**src/rtl/hsid_min_dist_sel.sv**
```systemverilog
// Minimum/maximum distance selector: tracks the extreme accumulated distances over one
// pixel's library sweep and presents them on a valid/ready result register.
module hsid_min_dist_sel #(
    parameter  int DATA_WIDTH_ACC        = 48,
    parameter  int HSI_LIBRARY_SIZE      = 256,
    localparam int HSI_LIBRARY_SIZE_ADDR = $clog2(HSI_LIBRARY_SIZE)
) (
    input  logic                             clk,
    input  logic                             rst,
    input  logic                             clear,
    input  logic [HSI_LIBRARY_SIZE_ADDR-1:0] library_size,
    input  logic                             acc_valid,
    input  logic [DATA_WIDTH_ACC-1:0]        acc_value,
    input  logic                             acc_last,
    input  logic [HSI_LIBRARY_SIZE_ADDR-1:0] acc_ref,
    output logic                             result_valid,
    input  logic                             result_ready,
    output logic [DATA_WIDTH_ACC-1:0]        min_value,
    output logic [HSI_LIBRARY_SIZE_ADDR-1:0] min_ref,
    output logic [DATA_WIDTH_ACC-1:0]        max_value,
    output logic [HSI_LIBRARY_SIZE_ADDR-1:0] max_ref,
    output logic                             busy,
    output logic                             overrun,
    output logic                             ref_mismatch
);

    localparam int AW = HSI_LIBRARY_SIZE_ADDR;
    localparam int SW = AW + 1;  // one extra bit so a full-size sweep is representable

    logic [AW-1:0]             ref_cnt_q, ref_cnt_d;
    logic [SW-1:0]             size_q, size_d;
    logic [DATA_WIDTH_ACC-1:0] run_min_q, run_min_d, run_max_q, run_max_d;
    logic [AW-1:0]             run_min_ref_q, run_min_ref_d, run_max_ref_q, run_max_ref_d;
    logic                      res_valid_q, res_valid_d;
    logic [DATA_WIDTH_ACC-1:0] res_min_q, res_min_d, res_max_q, res_max_d;
    logic [AW-1:0]             res_min_ref_q, res_min_ref_d, res_max_ref_q, res_max_ref_d;
    logic                      overrun_q, overrun_d, mismatch_q, mismatch_d;

    logic                      ev, first, is_final, accept;
    logic [SW-1:0]             eff_in, cur_size;
    logic [DATA_WIDTH_ACC-1:0] new_min, new_max;
    logic [AW-1:0]             new_min_ref, new_max_ref;

    always_comb begin
        ev       = acc_valid && acc_last && !clear;
        first    = (ref_cnt_q == '0);
        eff_in   = (library_size == '0) ? SW'(HSI_LIBRARY_SIZE) : {1'b0, library_size};
        cur_size = first ? eff_in : size_q;
        is_final = ({1'b0, ref_cnt_q} == (cur_size - SW'(1)));
        accept   = res_valid_q && result_ready;

        // Strict compares so ties keep the earlier reference.
        new_min     = run_min_q;
        new_min_ref = run_min_ref_q;
        new_max     = run_max_q;
        new_max_ref = run_max_ref_q;
        if (first || (acc_value < run_min_q)) begin
            new_min     = acc_value;
            new_min_ref = acc_ref;
        end
        if (first || (acc_value > run_max_q)) begin
            new_max     = acc_value;
            new_max_ref = acc_ref;
        end
    end

    always_comb begin
        ref_cnt_d     = ref_cnt_q;
        size_d        = size_q;
        run_min_d     = run_min_q;
        run_max_d     = run_max_q;
        run_min_ref_d = run_min_ref_q;
        run_max_ref_d = run_max_ref_q;
        res_valid_d   = res_valid_q;
        res_min_d     = res_min_q;
        res_max_d     = res_max_q;
        res_min_ref_d = res_min_ref_q;
        res_max_ref_d = res_max_ref_q;
        overrun_d     = overrun_q;
        mismatch_d    = mismatch_q;

        if (accept) res_valid_d = 1'b0;

        if (clear) begin
            ref_cnt_d     = '0;
            size_d        = '0;
            run_min_d     = '0;
            run_max_d     = '0;
            run_min_ref_d = '0;
            run_max_ref_d = '0;
            overrun_d     = 1'b0;
            mismatch_d    = 1'b0;
        end else if (ev) begin
            if (acc_ref != ref_cnt_q) mismatch_d = 1'b1;
            if (first) size_d = eff_in;
            run_min_d     = new_min;
            run_max_d     = new_max;
            run_min_ref_d = new_min_ref;
            run_max_ref_d = new_max_ref;
            if (is_final) begin
                ref_cnt_d     = '0;
                res_valid_d   = 1'b1;
                res_min_d     = new_min;
                res_max_d     = new_max;
                res_min_ref_d = new_min_ref;
                res_max_ref_d = new_max_ref;
                if (res_valid_q && !result_ready) overrun_d = 1'b1;
            end else begin
                ref_cnt_d = ref_cnt_q + AW'(1);
            end
        end
    end

    always_ff @(posedge clk) begin
        if (rst) begin
            ref_cnt_q     <= '0;
            size_q        <= '0;
            run_min_q     <= '0;
            run_max_q     <= '0;
            run_min_ref_q <= '0;
            run_max_ref_q <= '0;
            res_valid_q   <= 1'b0;
            res_min_q     <= '0;
            res_max_q     <= '0;
            res_min_ref_q <= '0;
            res_max_ref_q <= '0;
            overrun_q     <= 1'b0;
            mismatch_q    <= 1'b0;
        end else begin
            ref_cnt_q     <= ref_cnt_d;
            size_q        <= size_d;
            run_min_q     <= run_min_d;
            run_max_q     <= run_max_d;
            run_min_ref_q <= run_min_ref_d;
            run_max_ref_q <= run_max_ref_d;
            res_valid_q   <= res_valid_d;
            res_min_q     <= res_min_d;
            res_max_q     <= res_max_d;
            res_min_ref_q <= res_min_ref_d;
            res_max_ref_q <= res_max_ref_d;
            overrun_q     <= overrun_d;
            mismatch_q    <= mismatch_d;
        end
    end

    assign result_valid = res_valid_q;
    assign min_value    = res_min_q;
    assign min_ref      = res_min_ref_q;
    assign max_value    = res_max_q;
    assign max_ref      = res_max_ref_q;
    assign busy         = (ref_cnt_q != '0);
    assign overrun      = overrun_q;
    assign ref_mismatch = mismatch_q;

endmodule

```
**config.mk**
```make
export PLATFORM = sky130hd
export DESIGN_NAME = hsid_min_dist_sel
export DESIGN_NICKNAME = d
export VERILOG_FILES = /design/src/rtl/hsid_min_dist_sel.sv
export SDC_FILE = /design/constraint.sdc
export NUM_CORES = 1
export LEC_CHECK = 0
export BUFFER_PORTS_ARGS = -buffer_cell sky130_fd_sc_hd__buf_2
export CAP_MARGIN = 20
export CELL_PAD_IN_SITES_DETAIL_PLACEMENT = 1
export CELL_PAD_IN_SITES_GLOBAL_PLACEMENT = 1
export CORE_ASPECT_RATIO = 0.8
export CORE_MARGIN = 2
export CORE_UTILIZATION = 45
export CTS_BUF_LIST = sky130_fd_sc_hd__clkbuf_4 sky130_fd_sc_hd__clkbuf_8 sky130_fd_sc_hd__clkbuf_16
export CTS_CLUSTER_SIZE = 28
export DETAILED_ROUTE_END_ITERATION = 8
export PLACE_DENSITY_LB_ADDON = 0.1
export SLEW_MARGIN = 30
export SYNTH_ARGS = -nofsm -noshare
export SYNTH_HDL_FRONTEND = slang
export SYNTH_SLANG_ARGS = --single-unit
```
**constraint.sdc**
```tcl
create_clock -name clk -period 10.8 [get_ports clk]
set_input_delay 0.54 -clock clk [delete_from_list [all_inputs] [get_ports clk]]
set_output_delay 0.54 -clock clk [all_outputs]
set_load 0.05 [all_outputs]
```
==> flow_metrics.tcl <==
set metrics [dict create \
    top_level_ports 186 \
    path_max_fanout 132 \
    grt_overflow_total 0 \
    dieWidth_um 196 \
    worst_slew_pin_slew_ns 0.943 \
    rsz0062_at_grt "false" \
    io_buffers 185 \
    synth_edf_count 0 \
    power.density_mw_per_mm2 134 \
    dp_hpwl_mm 27.6 \
    fin_crit_sh_pct 49.3 \
    r2r-start "ref_cnt_q[0]" \
    hold_violations 0 \
    synth_area_leaders "dfxtp_1 (37%), ha_1 (9.2%), mux2i_1 (8.9%), nor2_1 (5.4%), a21oi_1 (4.0%)" \
    max_clock_freq_ghz 0.188 \
    path_cells "inv_1, ha_1, or4b_1, nor2_4, mux2i_1, ha_1, or4bb_1, a211oi_1, a31oi_1, o32ai_1, nor2_1, a2111oi_4, buf_12, buf_16, nor2_1, a311oi_1" \
    critPathBufInv 3 \
    irDropWorstVdd_v 0.000116 \
    critical_path_class "flop to flop" \
    drv_cap 0 \
    syn_area_sq_mm 0.0133 \
    cp-start-kind "flop" \
    synth-seq-area-share_pct 36.7 \
    switching_power_uw 542 \
    clockBufferDepth 3 \
    slew_headroom_pct 36.6 \
    r2r_slack_ns 5.48 \
    cp-end-kind "flop" \
    die_h_um 158 \
    synth_area_leader_cell "dfxtp_1" \
    synth_nets 1735 \
    r2r-end "max_value[4]" \
    rows 56 \
    cp_slowest_cell "or4b_1" \
    seqPwrFrac_pct 45.0 \
    min_path_type "input pin to flop" \
    drtIter0Drc 661 \
    ff2ff_path_depth 16 \
    area_growth_pct 14.2 \
    antenna_found_initial 1 \
    cts_hold_buffers 0 \
    synth-async-reset-ratio_pct 0 \
    initial_core_util_pct 45.6 \
    grt_max_degree 228 \
    cpPeakStageDelay_ns 0.60 \
    yosys_most_used_dff "dfxtp_1" \
    layout_common_cells "dfxtp_1 (244), nor2_1 (193), buf_2 (184)" \
    avgSynthCellArea_sq_um 8.50 \
    synthCells 1567 \
    cts_tree "yes" \
    arrival_ns 5.78 \
    cts_buffers 27 \
    core_region_area_sq_mm 0.0292 \
    worstHoldStart "library_size[5]" \
    ys_ff_latch 244 \
    root_buffer "clkbuf_16" \
    finalNetCount 1830 \
    cts_resized 0 \
    grt_first_pass_wirelength_mm 66.1 \
    viasPerCell 5.97 \
    pwr-share-comb_pct 10.4 \
    cts.htree.levels 1 \
    via_count 12300 \
    worst_skew_pair.late_latency_ns 0.56 \
    setup_viol 0 \
    cts_setup_buffers 0 \
    total_power_uw 2040 \
    wl_per_cell_um 20.2 \
    swShare_pct 26.6 \
    drive_above_1_share_pct 16.1 \
    pwr-share-clk_pct 44.6 \
    route.detailed.drc 0 \
    holdPathEnd "size_q[5]" \
    leakagePower_uw 0.00616 \
    status "finished clean" \
    worstPathRequired_ns 11.26 \
    drtAntennaViolNets 0 \
    synth_cell_types 58 \
    critPathTopFamily "simple AND/OR/NAND/NOR gates" \
    routed_wirelength_mm 41.6 \
    grtUsageTotal_pct 26.3 \
    final_common_cell "dfxtp_1" \
    place.gp.congestion 0.893 \
    yosysWarnings 0 \
    fin_skew_ns 0.0189 \
    place_area_sq_mm 0.0143 \
    min_path_cells 3 \
    design_area_sq_mm 0.0152 \
    synth.top_cell.area_share_pct 36.7 \
    fin_tns_setup_ns 0 \
    crit_cells 16 \
    dr.pass1.iters 5 \
    cts_sinks 244 \
    cell_internal_pwr_uw 1500 \
    grt_pass1_vias 11900 \
    min_period_ns 5.32 \
    die-area_sq_mm 0.0310 \
    clkTransAtPathRegs_ns 0.06 \
    final_max_slew_viol_count 0 \
]
-- tightest hold or removal path, cell delays in order --
cell     delay (ns)
buf_2          0.12
nand2_1        0.05
a21oi_1        0.05
-- layout make-up --
class	count	area, sq um
Inverter	103	387
Fill cell	3466	14000
Clock inverter	12	70.1
Clock buffer	38	796
Multi-Input combinational cell	1086	7510
Tap cell	377	472
Sequential cell	244	4880
Timing Repair Buffer	200	1090
Antenna cell	1	2.50
-- flip-flops by register name, indices dropped and copies added, names as in the netlist, 9 cells and up --
name / cells
run_min_q: 48
size_q: 9
min_value: 48
max_value: 48
run_max_q: 48
-- layer usage --
metal,track usage (%),vias up,part of all wire [%]
met2,40.0,253,43
met1,39.0,6056,51
li1,-,5926,-
met3,3.41,64,4.1
met5,0,-,0
met4,6.89,0,2.6
-- per-stage QoR --
stage / utilization (%) / setup WS, ns / hold slack [ns] / std cells
final: 52.1 / 5.48 / 0.257 / 2061
after global placement: 48.9 / 5.88 / 0.452 / 2008
after detailed placement: 49.0 / 5.69 / 0.461 / 2009
after floorplan: - / 6.84 / 0.444 / 1567
after global routing: 52.1 / 5.15 / 0.263 / 2060
after CTS: 52.0 / 5.65 / 0.238 / 2059
-- power by group through the flow --
stage | clock network, uW | logic, uW | registers, uW
5_1_grt | 965 | 236 | 920
2_1_floorplan | 0 | 129 | 939
4_1_cts | 935 | 211 | 919
3_5_place_dp | 0 | 209 | 939
6_report | 911 | 212 | 919
3_3_place_gp | 0 | 202 | 938
-- cells in the mapped netlist, drive strengths merged, types with 7 or more instances --
master and n:
xor2 15, nand3 70, a311oi 57, a211oi 70, nor3 14, a21o 7
ha 98, a21oi 106, nand2 50, nand4 77, dfxtp 244, mux2i 118
o31ai 58, nor2 194, o21ai 77, inv 103, nor4 9, buf 45
clkbuf 89
-- kinds of logic (layout without fill, tap and decap cells) --
logic type,after synthesis,after routing,share of synthesized area [%]
buffers and inverters,237,353,7.54
DFF,244,244,36.7
xor gates and xnor gates,21,21,1.38
adders and majority gates,98,98,9.20
other,0,1,0
and+or+nand+nor,447,447,16.1
AOI/OAI and AO/OA,401,401,20.2
muxes,119,119,8.95
-- how the worst max path moves through the flow --
stage                            start             to
after floorplan           ref_cnt_q[0]  min_value[18]
after global placement    ref_cnt_q[0]   ref_cnt_q[2]
after detailed placement  ref_cnt_q[0]   ref_cnt_q[5]
after CTS                 ref_cnt_q[0]   max_value[4]
after global routing      ref_cnt_q[0]  max_value[33]
final                     ref_cnt_q[0]   max_value[4]
Note: power is estimated with default switching activity, not from simulation.
